<file path="config.mk">
export PLATFORM = sky130hd
export DESIGN_NAME = display_scan_mux
export DESIGN_NICKNAME = d
export VERILOG_FILES = /design/src/rtl/seg_display_pkg.sv /design/src/rtl/refresh_tick_gen.sv /design/src/rtl/display_scan_mux.sv
export SDC_FILE = /design/constraint.sdc
export NUM_CORES = 1
export LEC_CHECK = 0
export CORE_MARGIN = 4
export CORE_UTILIZATION = 57
export DETAILED_ROUTE_END_ITERATION = 16
export PLACE_DENSITY = 0.79
export SETUP_SLACK_MARGIN = 0.05
export SLEW_MARGIN = 10
export SYNTH_ARGS = -nofsm -noshare
export SYNTH_HDL_FRONTEND = slang
export SYNTH_SLANG_ARGS = --single-unit
</file>
<file path="constraint.sdc">
create_clock -name Clk -period 3.3 [get_ports Clk]
set_clock_uncertainty 0.2 [all_clocks]
set_input_delay 0.99 -clock Clk [delete_from_list [all_inputs] [get_ports Clk]]
set_output_delay 0.99 -clock Clk [all_outputs]
set_load 0.01 [all_outputs]
</file>
<file path="src/rtl/seg_display_pkg.sv">
// seg_display_pkg
//   Constants shared by the seven-segment scan driver and the downstream
//   BCD-to-segment decoder.
//     DIGIT_W    : width of one digit code (BCD nibble)
//     BLANK_CODE : code the decoder renders as an unlit digit
//     MAX_DIGITS : largest supported display width
package seg_display_pkg;

  localparam int DIGIT_W = 4;
  localparam logic [DIGIT_W-1:0] BLANK_CODE = 4'hF;
  localparam int MAX_DIGITS = 8;

  typedef logic [DIGIT_W-1:0] digit_t;

endpackage

</file>
<file path="src/rtl/refresh_tick_gen.sv">
// refresh_tick_gen
//   Free-running prescaler. Counts 0..REFRESH_DIV-1 and asserts tick
//   during the last count, then restarts from 0.
//   Parameters:
//     REFRESH_DIV : period of tick in clock cycles (>= 1; 1 = every cycle)
//   Ports:
//     Clk  : clock, rising edge
//     Rst  : synchronous active-high reset, clears the count
//     tick : high while the count equals REFRESH_DIV-1
module refresh_tick_gen #(
  parameter int REFRESH_DIV = 50000
) (
  input  logic Clk,
  input  logic Rst,
  output logic tick
);

  // A divider of 1 still needs one register bit; it simply stays at 0.
  localparam int W = (REFRESH_DIV > 1) ? $clog2(REFRESH_DIV) : 1;

  logic [W-1:0] presc;

  assign tick = (presc == W'(REFRESH_DIV - 1));

  always_ff @(posedge Clk) begin
    if (Rst) begin
      presc <= '0;
    end else if (tick) begin
      presc <= '0;
    end else begin
      presc <= presc + W'(1);
    end
  end

endmodule

</file>
<file path="src/rtl/display_scan_mux.sv">
// display_scan_mux
//   Time-multiplexed scan driver for a multi-digit seven-segment display.
//   A loaded value is held in a shadow register and only copied to the
//   displayed register when the scan wraps from the last digit to digit 0,
//   so one frame never mixes old and new digits.
//   Parameters:
//     DIGITS      : number of digits (1..8)
//     REFRESH_DIV : cycles each digit stays enabled (>= 1)
//   Ports:
//     Clk         : clock, rising edge
//     Rst         : synchronous active-high reset
//     Load        : one-cycle strobe capturing Value
//     Value       : packed digit codes, nibble k = digit k (digit 0 is LSD)
//     Data        : registered digit code for the decoder
//     Digit_En    : registered one-hot digit select
//     Frame_Start : one-cycle pulse when digit 0 is re-enabled after a wrap
//   Build option:
//     LEADING_ZERO_BLANK_EN : when defined, zero digits above the most
//                             significant non-zero digit show BLANK_CODE
//                             (digit 0 is always shown).
//   Handshake: no valid/ready. Load is a fire-and-forget strobe accepted in
//   every non-reset cycle; the outputs are valid every cycle after reset.
module display_scan_mux
  import seg_display_pkg::*;
#(
  parameter int DIGITS      = 4,
  parameter int REFRESH_DIV = 50000
) (
  input  logic                      Clk,
  input  logic                      Rst,
  input  logic                      Load,
  input  logic [DIGIT_W*DIGITS-1:0] Value,
  output logic [DIGIT_W-1:0]        Data,
  output logic [DIGITS-1:0]         Digit_En,
  output logic                      Frame_Start
);

  localparam int IW = (DIGITS > 1) ? $clog2(DIGITS) : 1;
  localparam int VW = DIGIT_W * DIGITS;

  logic          tick;
  logic          wrap;
  logic [IW-1:0] idx;
  logic [VW-1:0] shadow;
  logic [VW-1:0] disp;
  logic          pending;
  // Set for the one cycle in which idx has just returned to 0.
  logic          wrapped;

  digit_t              data_next;
  logic [DIGITS-1:0]   en_next;

  refresh_tick_gen #(
    .REFRESH_DIV(REFRESH_DIV)
  ) u_tick (
    .Clk  (Clk),
    .Rst  (Rst),
    .tick (tick)
  );

  assign wrap = tick && (idx == IW'(DIGITS - 1));

  // Scan position and frame-synchronous value commit.
  always_ff @(posedge Clk) begin
    if (Rst) begin
      idx     <= '0;
      shadow  <= '0;
      disp    <= '0;
      pending <= 1'b0;
      wrapped <= 1'b0;
    end else begin
      wrapped <= wrap;
      if (tick) begin
        idx <= wrap ? '0 : idx + IW'(1);
      end
      if (wrap) begin
        // A Load coinciding with the wrap bypasses the shadow register.
        if (Load) begin
          disp <= Value;
        end else if (pending) begin
          disp <= shadow;
        end
        pending <= 1'b0;
      end else if (Load) begin
        shadow  <= Value;
        pending <= 1'b1;
      end
    end
  end

  // Select the current digit and optional leading-zero blanking.
  always_comb begin
    data_next = '0;
    en_next   = '0;
    for (int k = 0; k < DIGITS; k++) begin
      if (idx == IW'(k)) begin
        en_next[k] = 1'b1;
        data_next  = disp[k*DIGIT_W +: DIGIT_W];
`ifdef LEADING_ZERO_BLANK_EN
        // Digit k and everything above it are zero: it is a leading zero.
        if ((k > 0) && ((disp >> (k * DIGIT_W)) == '0)) begin
          data_next = BLANK_CODE;
        end
`endif
      end
    end
  end

  // Output register stage: outputs lag idx/disp by one cycle.
  always_ff @(posedge Clk) begin
    if (Rst) begin
      Data        <= '0;
      Digit_En    <= '0;
      Frame_Start <= 1'b0;
    end else begin
      Data        <= data_next;
      Digit_En    <= en_next;
      Frame_Start <= wrapped;
    end
  end

endmodule
</file>
======== Word level (Yosys, flattened, before mapping) ========
Index checks and enable logic that the tools add are counted.
cells by class
  add/sub/neg operators ................... 2
  equality and inequality tests ........... 4
  muxes and demuxes ....................... 11
  bitwise gates (word level) .............. 1
  reductions and logical operators ........ 7
operator list
  cell                   count
  $mux 16                2
  $add 16x1->16 const B  1
  $eq 16x16->1 const B   1
  $mux 4                 4
  $eq 2x2->1 const B     2
  $mux 1                 4
  $reduce_and 2->1       2
  $reduce_or 2->1        2
  $add 2x1->2 const B    1
  $eq 2x1->1 const B     1
  $logic_not 2->1        1
  $mux 2                 1
  $reduce_bool 2->1      1
  $logic_and 1x1->1      1
  $not 1->1              1
word-level totals
  bits in registers ....................... 61
  output and inout port bits .............. 9

======== Logic depth before layout (Yosys ltp) ========
  word-level depth ........................ 5
  mapped depth ............................ 7
  gate-level depth less buffers ........... 6

======== Cells and area by module ========
Synthesis repeated with hierarchy kept, for this count alone.
second synthesis, totals
  cells, all modules ...................... 276
  area, all modules ....................... 2592.5 µm²
by module, submodules not included
  module            instances  cells an instance  area each (µm²)  sequential area each (µm²)
  display_scan_mux  1          195                1881.8           900.9
  refresh_tick_gen  1          81                 710.7            320.3

======== Worst setup path before layout ========
Ideal clock, no wire load.
  path kind ............................... input to register
  start ................................... input port Load
  end ..................................... register disp[10]
  setup time .............................. 140 ps
  arrival ................................. 2167 ps
  path slack .............................. 793 ps
  stages .................................. 4
  buffers on the path ..................... 2
  cell sequence ........................... clkbuf_1 -> buf_1 -> mux2i_1 -> o41ai_2
between the ends
  cells in the longest elaborated chain, start to end .. 2
  elaborated cells between the ends (all ways) .. 3
  classes of those cells .................. 1 x mux; 2 x reduce/logical
ends and longest elaborated chain
  element                      RTL line                source
  from (decl)                  display_scan_mux.sv:31  input logic Load,
  $reduce_bool 2->1 (no line)  --
  $reduce_and 2->1 (no line)   --
  to (signal assigned)         display_scan_mux.sv:79  disp <= Value;
  to (signal assigned)         display_scan_mux.sv:81  disp <= shadow;
  to (decl)                    display_scan_mux.sv:45  logic [VW-1:0] disp;
Several ways; a longest one is shown, not always the timed one.
A chain may end at the register's enable or synchronous reset.

======== Worst setup path in the final report ========
  start ................................... register u_tick.presc[0]
  end ..................................... register u_tick.presc[7]
between the ends
  cells in the longest elaborated chain, start to end .. 2
  elaborated cells between the ends (all ways) .. 3
  classes of those cells .................. 1 x add/sub; 1 x eq/ne; 1 x reduce/logical
ends and longest elaborated chain
  element                                                RTL line                source
  from (decl)                                            refresh_tick_gen.sv:21  logic [W-1:0] presc;
  from (signal assigned)                                 refresh_tick_gen.sv:31  presc <= presc + W'(1);
  branches (longest 2 deep; another with $add 16x1->16)  --
Several ways; the timed one is not identified.

==> flow_summary.ini <==
[status]
result_of_the_run = finished, final reports clean

[setup_path]
start_kind = register
regToRegSetupSlack_ns = 0.57
worstSetupEndpointType = register
req_time_crit_path_ns = 3.30
cp_cell_sequence = ha_1, or4bb_1, or4_1, buf_4, nand2b_1, nor2_1
endpoint_of_the_most_critical_register_to_register_path = u_tick.presc[7]
critical-path-top-delay-family = simple AND/OR/NAND/NOR gates
critical_path.n_buffers_inverters = 1
critPathLaunch = u_tick.presc[0]
crit_path_max_fanout = 37
r2r_cells = 6
highest_delay_cell_along_the_critical_path = sky130_fd_sc_hd__or4bb_1
timing.critical_path.slowest_cell_delay_ns = 0.48
cp.depth = 6
crit_arrival_ns = 2.74
worstReg2RegStart = u_tick.presc[0]
timing.setup.critical_path_class = register to register
setup.worst_path.end = u_tick.presc[7]

[cts]
postCtsHoldBufs = 0
post_cts_resized = 0
cts.reportedPaths.clkPinSlew_ns = 0.07
clk_latency_ns = 0.34
cts_buffer_depth = 2
cts_tree = built
cts_root_buffer = sky130_fd_sc_hd__clkbuf_8
postCtsSetupBuffers = 0
ctsHtreeMaxLevel = 3
cts.sink_count = 61
cts_inserted_buffers = 9

[floorplanning]
floorplan.initialDensity_pct = 60.6
core-area_um2 = 4850
die_area_um2 = 6370
num_io_pins = 28
die_h_um = 79.8
rows = 25
die_w_um = 79.8

[yosys]
synth_nets = 333
async_flop_share_pct = 0
synth.ff_latch_count = 61
synth_cells = 309
synth_cell_type_count = 34
synth_enable_flop_cells = 0
synthTopCellsByArea = sky130_fd_sc_hd__dfxtp_1 (42%), sky130_fd_sc_hd__mux2i_1 (11%), sky130_fd_sc_hd__nand2b_1 (7.0%)
synth_largest_type_area_fraction_pct = 41.5
yosys_warnings = 0
synth_flop_cell = sky130_fd_sc_hd__dfxtp_1
synthesis.area_per_instance_um2 = 9.51
synth.yosys.seq_area_share_pct = 41.5
yosys_top_cell_by_area = sky130_fd_sc_hd__dfxtp_1
combined_area_of_all_synthesized_cells_um2 = 2940

[global_route]
initial_antenna_violation_count = 0
grt_first_pass_wirelength_um = 9540
grt_use_total_pct = 19.2
gr-total-overflow = 0
maximum_number_of_pins_on_one_net_before_global_route_repair = 47
first_global_vias = 2111

[sta]
slew_hr_pct = 60.2
hold_viol = 0
period_minus_slack_ns = 2.73
maxSlewViolCount = 0
final_worst_hold_slack_ns = 0.256
final_critical_path_setup_slack_ns = 0.567
setup_violations = 0
worst-slew-pin-transition_ns = 0.597
fin_crit_sh_pct = 82.8
tns_ns = 0
rsz0062_at_grt = false
fmaxAchievable_ghz = 0.366

[drt]
ant_nets = 0
detail_route.iter0.violations = 118
post_drt_via_cell_ratio = 5.44
finalWirelength_um = 5570
drt_first_pass_iters = 5
post-route-drc-count = 0
wire_length_per_cell_um = 13.9
dr_total_vias = 2181

[layout]
fill_cell_count = 375
layout.nets = 353
post_layout_nonfiller_instances = 401
mostFrequentLayoutCells = sky130_fd_sc_hd__dfxtp_1 (61), sky130_fd_sc_hd__nand2b_1 (33), sky130_fd_sc_hd__mux2i_1 (33)
number_of_antenna_cells_inserted = 0
post_route_cells_drive_above_1_share_pct = 10.2
post-route-util_pct = 71.5
mostFrequentLayoutCell = sky130_fd_sc_hd__dfxtp_1
flow.area_growth_from_synthesis_pct = 18.0

[pwr]
share_comb_of_total_power_pct = 6.3
leakage_dissipation_uw = 0.00130
share_seq_of_total_power_pct = 45.3
netSwitchingPower_uw = 370
cell_internal_pwr_uw = 1310
power.ir.vdd_worst_mv = 0.472
switching_share_pct = 22.0
power_per_cell_area_nw_per_um2 = 485
power_frac_clock_pct = 48.3

[place]
dp.cells = 385
dp_worst_setup_slack_ns = 0.602
post-dp-hpwl_um = 3600
gp_routability_congestion = 0.839
port-buffer-count = 27

[run]
cap_viol_max_count = 0

[worst_hold_path]
hold_path_startpoint = wrapped
kind_of_path_behind_the_tightest_hold_check = register to register
-- flip-flops by register name, summed over array words and instances, names as in the netlist --
register and flops:
Digit_En 4, wrapped 1, pending 1, Frame_Start 1, Data 4, disp 16
idx 2, u_tick.presc 16, shadow 16
-- how the worst min path moves through the flow --
stage | to | slack (ns) | cells after the start
CTS | Frame_Start | 0.26 | 1
global route | u_tick.presc[0] | 0.29 | 1
floorplan | Frame_Start | 0.21 | 1
detailed placement | u_tick.presc[0] | 0.25 | 1
finish | Frame_Start | 0.26 | 1
global placement | Frame_Start | 0.23 | 1
-- synth_stat cells (4+ instances only) --
master / number
sky130_fd_sc_hd__a21oi_1: 9
sky130_fd_sc_hd__buf_1: 4
sky130_fd_sc_hd__clkbuf_1: 13
sky130_fd_sc_hd__dfxtp_1: 61
sky130_fd_sc_hd__ha_1: 5
sky130_fd_sc_hd__inv_1: 6
sky130_fd_sc_hd__mux2i_1: 33
sky130_fd_sc_hd__nand2_1: 13
sky130_fd_sc_hd__nand2b_1: 33
sky130_fd_sc_hd__nand3_1: 6
sky130_fd_sc_hd__nand3b_1: 4
sky130_fd_sc_hd__nor2_1: 24
sky130_fd_sc_hd__nor2b_1: 20
sky130_fd_sc_hd__nor3_1: 4
sky130_fd_sc_hd__nor4_1: 4
sky130_fd_sc_hd__o21ai_1: 16
sky130_fd_sc_hd__o22ai_1: 4
sky130_fd_sc_hd__o41ai_1: 5
sky130_fd_sc_hd__o41ai_2: 11
sky130_fd_sc_hd__xnor2_1: 12
-- worst reg2reg max path: cells and delay by family (launching register included) --
kind	cells	cell delay, ns
buf+inv	1	0.28
fa+ha+maj	1	0.26
simple gates	4	1.48
flops	1	0.37
-- layout make-up --
class / instances / area [µm²] / area share [%]
inverter: 6 / 22.5 / 0.650
timing repair buffer: 32 / 315 / 9.09
sequential: 61 / 1220 / 35.2
multi-input combinational: 219 / 1580 / 45.5
clock buffer: 9 / 124 / 3.57
tap: 67 / 83.8 / 2.42
clock inverter: 7 / 123 / 3.54
-- power by group through the flow --
stage	Clock (µW)	Combinational [µW]	Sequential, µW
floorplan	0	72.7	776
global placement	0	104	778
detailed placement	0	106	779
CTS	826	107	763
global route	862	117	764
finish	813	106	763
-- routing by layer --
layer / part of all wire [%] / track usage [%] / wire (µm)
met3: 5.2 / 7.22 / 287
met4: 0.39 / 6.59 / 22
met2: 45 / 29.5 / 2530
met5: 0 / 0 / 0
met1: 49 / 24.7 / 2730
-- cells by family after synthesis --
kind of cell,synth area share [%]
simple gates,22.8
flops,41.5
compound gates,13.2
mux,11.2
buf+inv,4.90
xor+xnor,4.17
fa+ha+maj,2.13
-- stage by stage --
step                cell area [µm²]  total power (µW)
floorplan                      2940               849
global placement               3220               882
detailed placement             3220               885
CTS                            3470              1700
global route                   3470              1740
finish                         3470              1680
Note: power is estimated with default switching activity, not from simulation.
